File: config.mk
export PLATFORM = sky130hd
export DESIGN_NAME = z80_int_ack_seq
export DESIGN_NICKNAME = d
export VERILOG_FILES = /design/src/rtl/z80_bus_pkg.sv /design/src/rtl/z80_sync2.sv /design/src/rtl/z80_int_ack_seq.sv
export SDC_FILE = /design/constraint.sdc
export NUM_CORES = 1
export LEC_CHECK = 0
export CAP_MARGIN = 20
export CORE_MARGIN = 5
export CORE_UTILIZATION = 44
export CTS_BUF_LIST = sky130_fd_sc_hd__clkbuf_4
export DETAILED_ROUTE_END_ITERATION = 12
export PLACE_DENSITY_LB_ADDON = 0.15
export SLEW_MARGIN = 20
export SYNTH_ARGS = -nofsm -noshare
export SYNTH_HDL_FRONTEND = slang
export SYNTH_SLANG_ARGS = --single-unit
File: constraint.sdc
create_clock -name CLK -period 1.9 [get_ports CLK]
set_input_delay 0.38 -clock CLK [delete_from_list [all_inputs] [get_ports CLK]]
set_output_delay 0.38 -clock CLK [all_outputs]
set_load 0.05 [all_outputs]
File: src/rtl/z80_bus_pkg.sv
// Shared Z80 bus constants, sequencer state encoding and registered bus-output bundle
// for the mode-2 interrupt-acknowledge / RETI initiator.
package z80_bus_pkg;

    localparam logic [7:0] OPC_ED = 8'hED;
    localparam logic [7:0] OPC_4D = 8'h4D;
    localparam logic [7:0] OPC_CB = 8'hCB;

    localparam int unsigned TW_DEFAULT        = 2;
    localparam int unsigned FETCH_LEN_DEFAULT = 2;

    localparam logic [2:0] ST_IDLE     = 3'd0;
    localparam logic [2:0] ST_ACK_T1   = 3'd1;
    localparam logic [2:0] ST_ACK_IO   = 3'd2;
    localparam logic [2:0] ST_ACK_END  = 3'd3;
    localparam logic [2:0] ST_RF_LO    = 3'd4;
    localparam logic [2:0] ST_RF_HI    = 3'd5;
    localparam logic [2:0] ST_RETI_END = 3'd6;

    typedef struct packed {
        logic       m1_n;
        logic       iorq_n;
        logic       rd_n;
        logic       do_en;
        logic [7:0] dout;
        logic       vec_valid;
        logic       reti_done;
        logic       busy;
    } bus_out_t;

    localparam bus_out_t BUS_OUT_RESET = '{
        m1_n:      1'b1,
        iorq_n:    1'b1,
        rd_n:      1'b1,
        do_en:     1'b0,
        dout:      8'h00,
        vec_valid: 1'b0,
        reti_done: 1'b0,
        busy:      1'b0
    };

    // Mode-2 table entries are word aligned, so the vector's LSB is forced to 0.
    function automatic logic [15:0] mode2_addr(input logic [7:0] page, input logic [7:0] vec);
        return {page, vec & 8'hFE};
    endfunction

endpackage

File: src/rtl/z80_sync2.sv
// Two-flop synchroniser for the asynchronous daisy-chain INT_n line; resets to the
// inactive (high) level so a reset never looks like a pending interrupt.
module z80_sync2 (
    input  logic CLK,
    input  logic RESET,
    input  logic d_i,
    output logic q_o
);

    logic meta_q;
    logic sync_q;

    always_ff @(posedge CLK) begin
        if (RESET) begin
            meta_q <= 1'b1;
            sync_q <= 1'b1;
        end else begin
            meta_q <= d_i;
            sync_q <= meta_q;
        end
    end

    assign q_o = sync_q;

endmodule

File: src/rtl/z80_int_ack_seq.sv
// Z80 mode-2 interrupt-acknowledge initiator: runs the M1+IORQ vector cycle, forms the
// table address and emits the ED/4D RETI fetch pair that releases the daisy chain.
module z80_int_ack_seq
    import z80_bus_pkg::*;
#(
    parameter int unsigned TW        = TW_DEFAULT,
    parameter int unsigned FETCH_LEN = FETCH_LEN_DEFAULT
) (
    input  logic        CLK,
    input  logic        RESET,
    input  logic        INT_n,
    input  logic        IE,
    input  logic [7:0]  I_REG,
    input  logic [7:0]  DI,
    input  logic        RETI_REQ,
    output logic        M1_n,
    output logic        IORQ_n,
    output logic        RD_n,
    output logic [7:0]  DO,
    output logic        DO_EN,
    output logic        IEI_TOP,
    output logic [15:0] VEC_ADDR,
    output logic        VEC_VALID,
    output logic        RETI_DONE,
    output logic        BUSY
);

    // Dwell counter reload values: each state leaves when the counter reaches zero.
    localparam logic [2:0] T1_LOAD = 3'd1;
    localparam logic [2:0] IO_LOAD = 3'(TW);
    localparam logic [2:0] RF_LOAD = 3'(FETCH_LEN - 1);

    logic        int_s;
    logic        ack_req;

    logic [2:0]  state_q, state_d;
    logic [2:0]  cnt_q,   cnt_d;
    logic [7:0]  opc_q,   opc_d;
    logic [15:0] vec_q,   vec_d;
    logic        pend_q,  pend_d;
    bus_out_t    out_q,   out_d;

    z80_sync2 u_int_sync (
        .CLK   (CLK),
        .RESET (RESET),
        .d_i   (INT_n),
        .q_o   (int_s)
    );

    assign ack_req = !int_s && IE;

    // NOTE: every variable gets a default at the top of always_comb; a path that
    // skips an assignment would otherwise infer a latch.
    always_comb begin
        state_d = state_q;
        cnt_d   = cnt_q;
        opc_d   = opc_q;
        vec_d   = vec_q;

        case (state_q)
            ST_IDLE: begin
                // A RETI request seen in IDLE holds off the acknowledge for one cycle
                // so the pending RETI always wins over a simultaneous interrupt.
                if (pend_q) begin
                    state_d = ST_RF_LO;
                    cnt_d   = RF_LOAD;
                    opc_d   = OPC_ED;
                end else if (!RETI_REQ && ack_req) begin
                    state_d = ST_ACK_T1;
                    cnt_d   = T1_LOAD;
                end
            end
            ST_ACK_T1: begin
                if (cnt_q == 3'd0) begin
                    state_d = ST_ACK_IO;
                    cnt_d   = IO_LOAD;
                end else begin
                    cnt_d = cnt_q - 3'd1;
                end
            end
            ST_ACK_IO: begin
                if (cnt_q == 3'd0) begin
                    state_d = ST_ACK_END;
                    vec_d   = mode2_addr(I_REG, DI);
                end else begin
                    cnt_d = cnt_q - 3'd1;
                end
            end
            ST_ACK_END: begin
                state_d = ST_IDLE;
            end
            ST_RF_LO: begin
                if (cnt_q == 3'd0) begin
                    state_d = ST_RF_HI;
                end else begin
                    cnt_d = cnt_q - 3'd1;
                end
            end
            ST_RF_HI: begin
                if (opc_q == OPC_ED) begin
                    state_d = ST_RF_LO;
                    cnt_d   = RF_LOAD;
                    opc_d   = OPC_4D;
                end else begin
                    state_d = ST_RETI_END;
                end
            end
            ST_RETI_END: begin
                state_d = ST_IDLE;
            end
            default: begin
                state_d = ST_IDLE;
            end
        endcase
    end

    // One-deep pending RETI: consumed when IDLE starts the ED fetch, further requests dropped.
    always_comb begin
        pend_d = pend_q;
        if (state_q == ST_IDLE && pend_q) begin
            pend_d = 1'b0;
        end else if (RETI_REQ) begin
            pend_d = 1'b1;
        end
    end

    // Outputs are decoded from the next state so every strobe comes straight off a flop.
    always_comb begin
        out_d = BUS_OUT_RESET;
        case (state_d)
            ST_ACK_T1: begin
                out_d.m1_n = 1'b0;
            end
            ST_ACK_IO: begin
                out_d.m1_n   = 1'b0;
                out_d.iorq_n = 1'b0;
            end
            ST_ACK_END: begin
                out_d.vec_valid = 1'b1;
            end
            ST_RF_LO: begin
                out_d.m1_n  = 1'b0;
                out_d.rd_n  = 1'b0;
                out_d.do_en = 1'b1;
                out_d.dout  = opc_d;
            end
            ST_RF_HI: begin
                out_d.do_en = 1'b1;
                out_d.dout  = opc_d;
            end
            ST_RETI_END: begin
                out_d.reti_done = 1'b1;
            end
            default: begin
                out_d = BUS_OUT_RESET;
            end
        endcase
        out_d.busy = (state_d != ST_IDLE);
    end

    // NOTE: sequential state uses non-blocking assignments so all flops update
    // together from values sampled at the same edge.
    always_ff @(posedge CLK) begin
        if (RESET) begin
            state_q <= ST_IDLE;
            cnt_q   <= 3'd0;
            opc_q   <= OPC_ED;
            vec_q   <= 16'h0000;
            pend_q  <= 1'b0;
            out_q   <= BUS_OUT_RESET;
        end else begin
            state_q <= state_d;
            cnt_q   <= cnt_d;
            opc_q   <= opc_d;
            vec_q   <= vec_d;
            pend_q  <= pend_d;
            out_q   <= out_d;
        end
    end

    assign M1_n      = out_q.m1_n;
    assign IORQ_n    = out_q.iorq_n;
    assign RD_n      = out_q.rd_n;
    assign DO        = out_q.dout;
    assign DO_EN     = out_q.do_en;
    assign VEC_VALID = out_q.vec_valid;
    assign RETI_DONE = out_q.reti_done;
    assign BUSY      = out_q.busy;
    assign VEC_ADDR  = vec_q;
    assign IEI_TOP   = 1'b1;

endmodule

==> run metrics <==
CTS max path bufs 2; drt initial violations 76; largest net degree at the start of global routing 32; chip width 74.6 um; Crit. path cell count 7; mux share of post-synthesis cell area 0%; status finished, final reports clean; commonest non-fill, non-tap cell in the layout dfxtp_1; Synthesis Warnings 0; Worst Path Arrival 2090 ps; clock-pin transition on the worst setup and hold timing paths 160 ps; Starting Density a little under half; Largest stage delay, worst path roughly 400 ps; Synth Area in XOR/XNOR 0.477%; Vias/cell 4.88; fin area approximately 2400 um^2; Root Buffer clkbuf_4; Post-Synth Adder-Cell Area 2.04%; nets 275; VDD IR max 0.721 mV; Fin. Hold Viols 0; Cell Rows 23; CTS Hold Bufs 0; Slew Limit Fails 0; initial antenna violation count 0; Area contributors post-synth dfxtp_1 (51%), nand2_1 (7.4%), a21oi_1 (5.2%); Synth cell types 43; DP Area 2370 um^2; Fill cells 384; Post-Synth Simple-Gate Area 21.6%; r2r endpoint BUSY; type of origin of the critical path flop; syn_area_per_cell just over 9 um^2; first-pass GRT wire length between 6 and 7 mm; PortBufs 49; # setup viols final 0; CP max stage cell a221o_1; hold_ws 444 ps; Hold Path Class reg -> reg; die footprint 5570 um^2; max_slew headroom 65.3%; critical path fanouts, max 7; final setup skew 21.0 ps; postcts setup bufs 0; fraction of layout cells with a size suffix above 1 13.5%; CP cell instances inv_1 > ha_1 > ha_2 > a221o_1 > a31oi_4 > nand2_2 > o21ba_2; core area 4030 um^2; drt pass-1 iters 6; CP top delay family compound AO/OA/AOI/OAI gates; Tcrit/Tclk final 94.3%; wire length per cell roughly 13 um; die height 74.6 um; fin crit period 1790 ps; sinks on the clock net 47; fin cells 302; Num CTS Buffers 5; CP bufs+invs 1; number of remaining DRC errors 0; sequential fraction of the synthesis area 51.2%; RSZ-0062 raised after global routing no; reg-to-reg slack, setup 110 ps; CTS tree done; Synth Instances 200; Synth top area share 51.2%; Reg-to-Reg Start cnt_q[0]; vias in the first global route 1,444; P_leak 1.06 nW; Fmax achieved roughly 560 MHz; Worst setup EP type flop; Seq cells post-synth between 40 and 50; Critical Path Start cnt_q[0]; Cells after DPL 294; P&R area growth vs syn 31.6%; DP Wirelength around 2.9 mm; diodes inserted 0; WL final 3.95 mm; Worst-Skew Late Latency 380 ps; max-cap violation count 0; CP Capture Point BUSY; area leader, netlist dfxtp_1; R2R cell count 7; syn_nets 224; I/O pins 53; GRT Util Overall approximately 15%; post-route ant nets 0; area fraction in compound gates after synthesis a little under a fifth; crit path kind reg -> reg; final worst slack 109 ps; # H-tree levels 2; P per Cell Area 1200 nW/um^2; CP required 2200 ps; total gr overflow 0; Worst Max-Slew Pin Slew 523 ps; via count 1,473; GP Congestion 0.798; setup slack at placement -26.1 ps; most frequent cells in the layout dfxtp_1 (46), nand2_1 (36), dlygate4sd2_1 (28); Post-Syn Area 1840 um^2; largest family of logic cells by synthesized area simple AND/OR/NAND/NOR gates
## worst min path at each step
stage                           start              to  depth (start not counted)
floorplan           u_int_sync.meta_q  u_int_sync.q_o                          1
global placement    u_int_sync.meta_q  u_int_sync.q_o                          1
detailed placement  u_int_sync.meta_q  u_int_sync.q_o                          1
CTS                 u_int_sync.meta_q  u_int_sync.q_o                          1
global route        u_int_sync.meta_q  u_int_sync.q_o                          1
finish              u_int_sync.meta_q  u_int_sync.q_o                          1
## routing by layer
metal / vias up / share of wire [%] / track usage [%]
li1: 771 / - / -
met1: 664 / 47 / 20.8
met2: 30 / 45 / 22.6
met3: 8 / 5.9 / 5.21
met4: 0 / 1.6 / 5.34
met5: - / 0 / 0
## cell families after synthesis
family                     Yosys count
DFF                                 47
AOI/OAI and AO/OA                   45
other                                2
and+or+nand+nor                     80
buffers and inverters               22
adders and majority gates            3
xor gates and xnor gates             1
## power breakdown
group | internal (W) | total (W) | switching (W)
sequential | 0.00111 | 0.00119 | 0.0000716
combinational | 0.000450 | 0.00120 | 0.000750
clock | 0.000164 | 0.000523 | 0.000359
total | 0.00173 | 0.00291 | 0.00118
## what timing repair did
item                                    CTS  global route
pin swaps                                 0             1
resized for setup                        30             4
endpoints found under the setup margin   38             9
## registers in the layout (all words and copies together), names as in the netlist, 3 cells and up
signal / count
VEC_ADDR: 15
DO: 8
opc_q: 8
cnt_q: 3
state_q: 3
## synth_stat cells (all sizes together)
master	count
nor3	5
conb	2
a21o	1
nor2	12
and2	2
a31oi	2
nand2b	2
o22a	1
xnor2	1
o21ai	4
nand4b	2
buf	6
or2	3
o21a	6
o21ba	1
a21oi	19
o221a	1
nand2	37
and3	6
nor3b	1
o31ai	1
or4	1
dfxtp	47
a21boi	1
o41a	1
a221o	1
a311oi	1
inv	9
clkbuf	7
a32oi	1
a211oi	3
o22ai	1
or3	4
nand3	3
and2b	2
ha	3
## final cells by class
class | instances | area [um^2] | area share, %
Clock buffer | 5 | 37.5 | 1.55
Clock inverter | 3 | 28.8 | 1.19
Inverter | 9 | 33.8 | 1.40
Multi-Input combinational cell | 131 | 798 | 33.0
Sequential cell | 47 | 942 | 39.0
Tap cell | 50 | 62.6 | 2.59
Timing Repair Buffer | 57 | 515 | 21.3
## through the flow
step / util, % / TNS [ps] / power [W]
after CTS: 59.8 / 0 / 0.00293
after global placement: 58.9 / 0 / 0.00243
after floorplan: - / 0 / 0.00209
after detailed placement: 58.9 / -48.2 / 0.00244
after global routing: 60.0 / 0 / 0.00310
final: 60.0 / 0 / 0.00291
(Power assumes the default switching activity.)
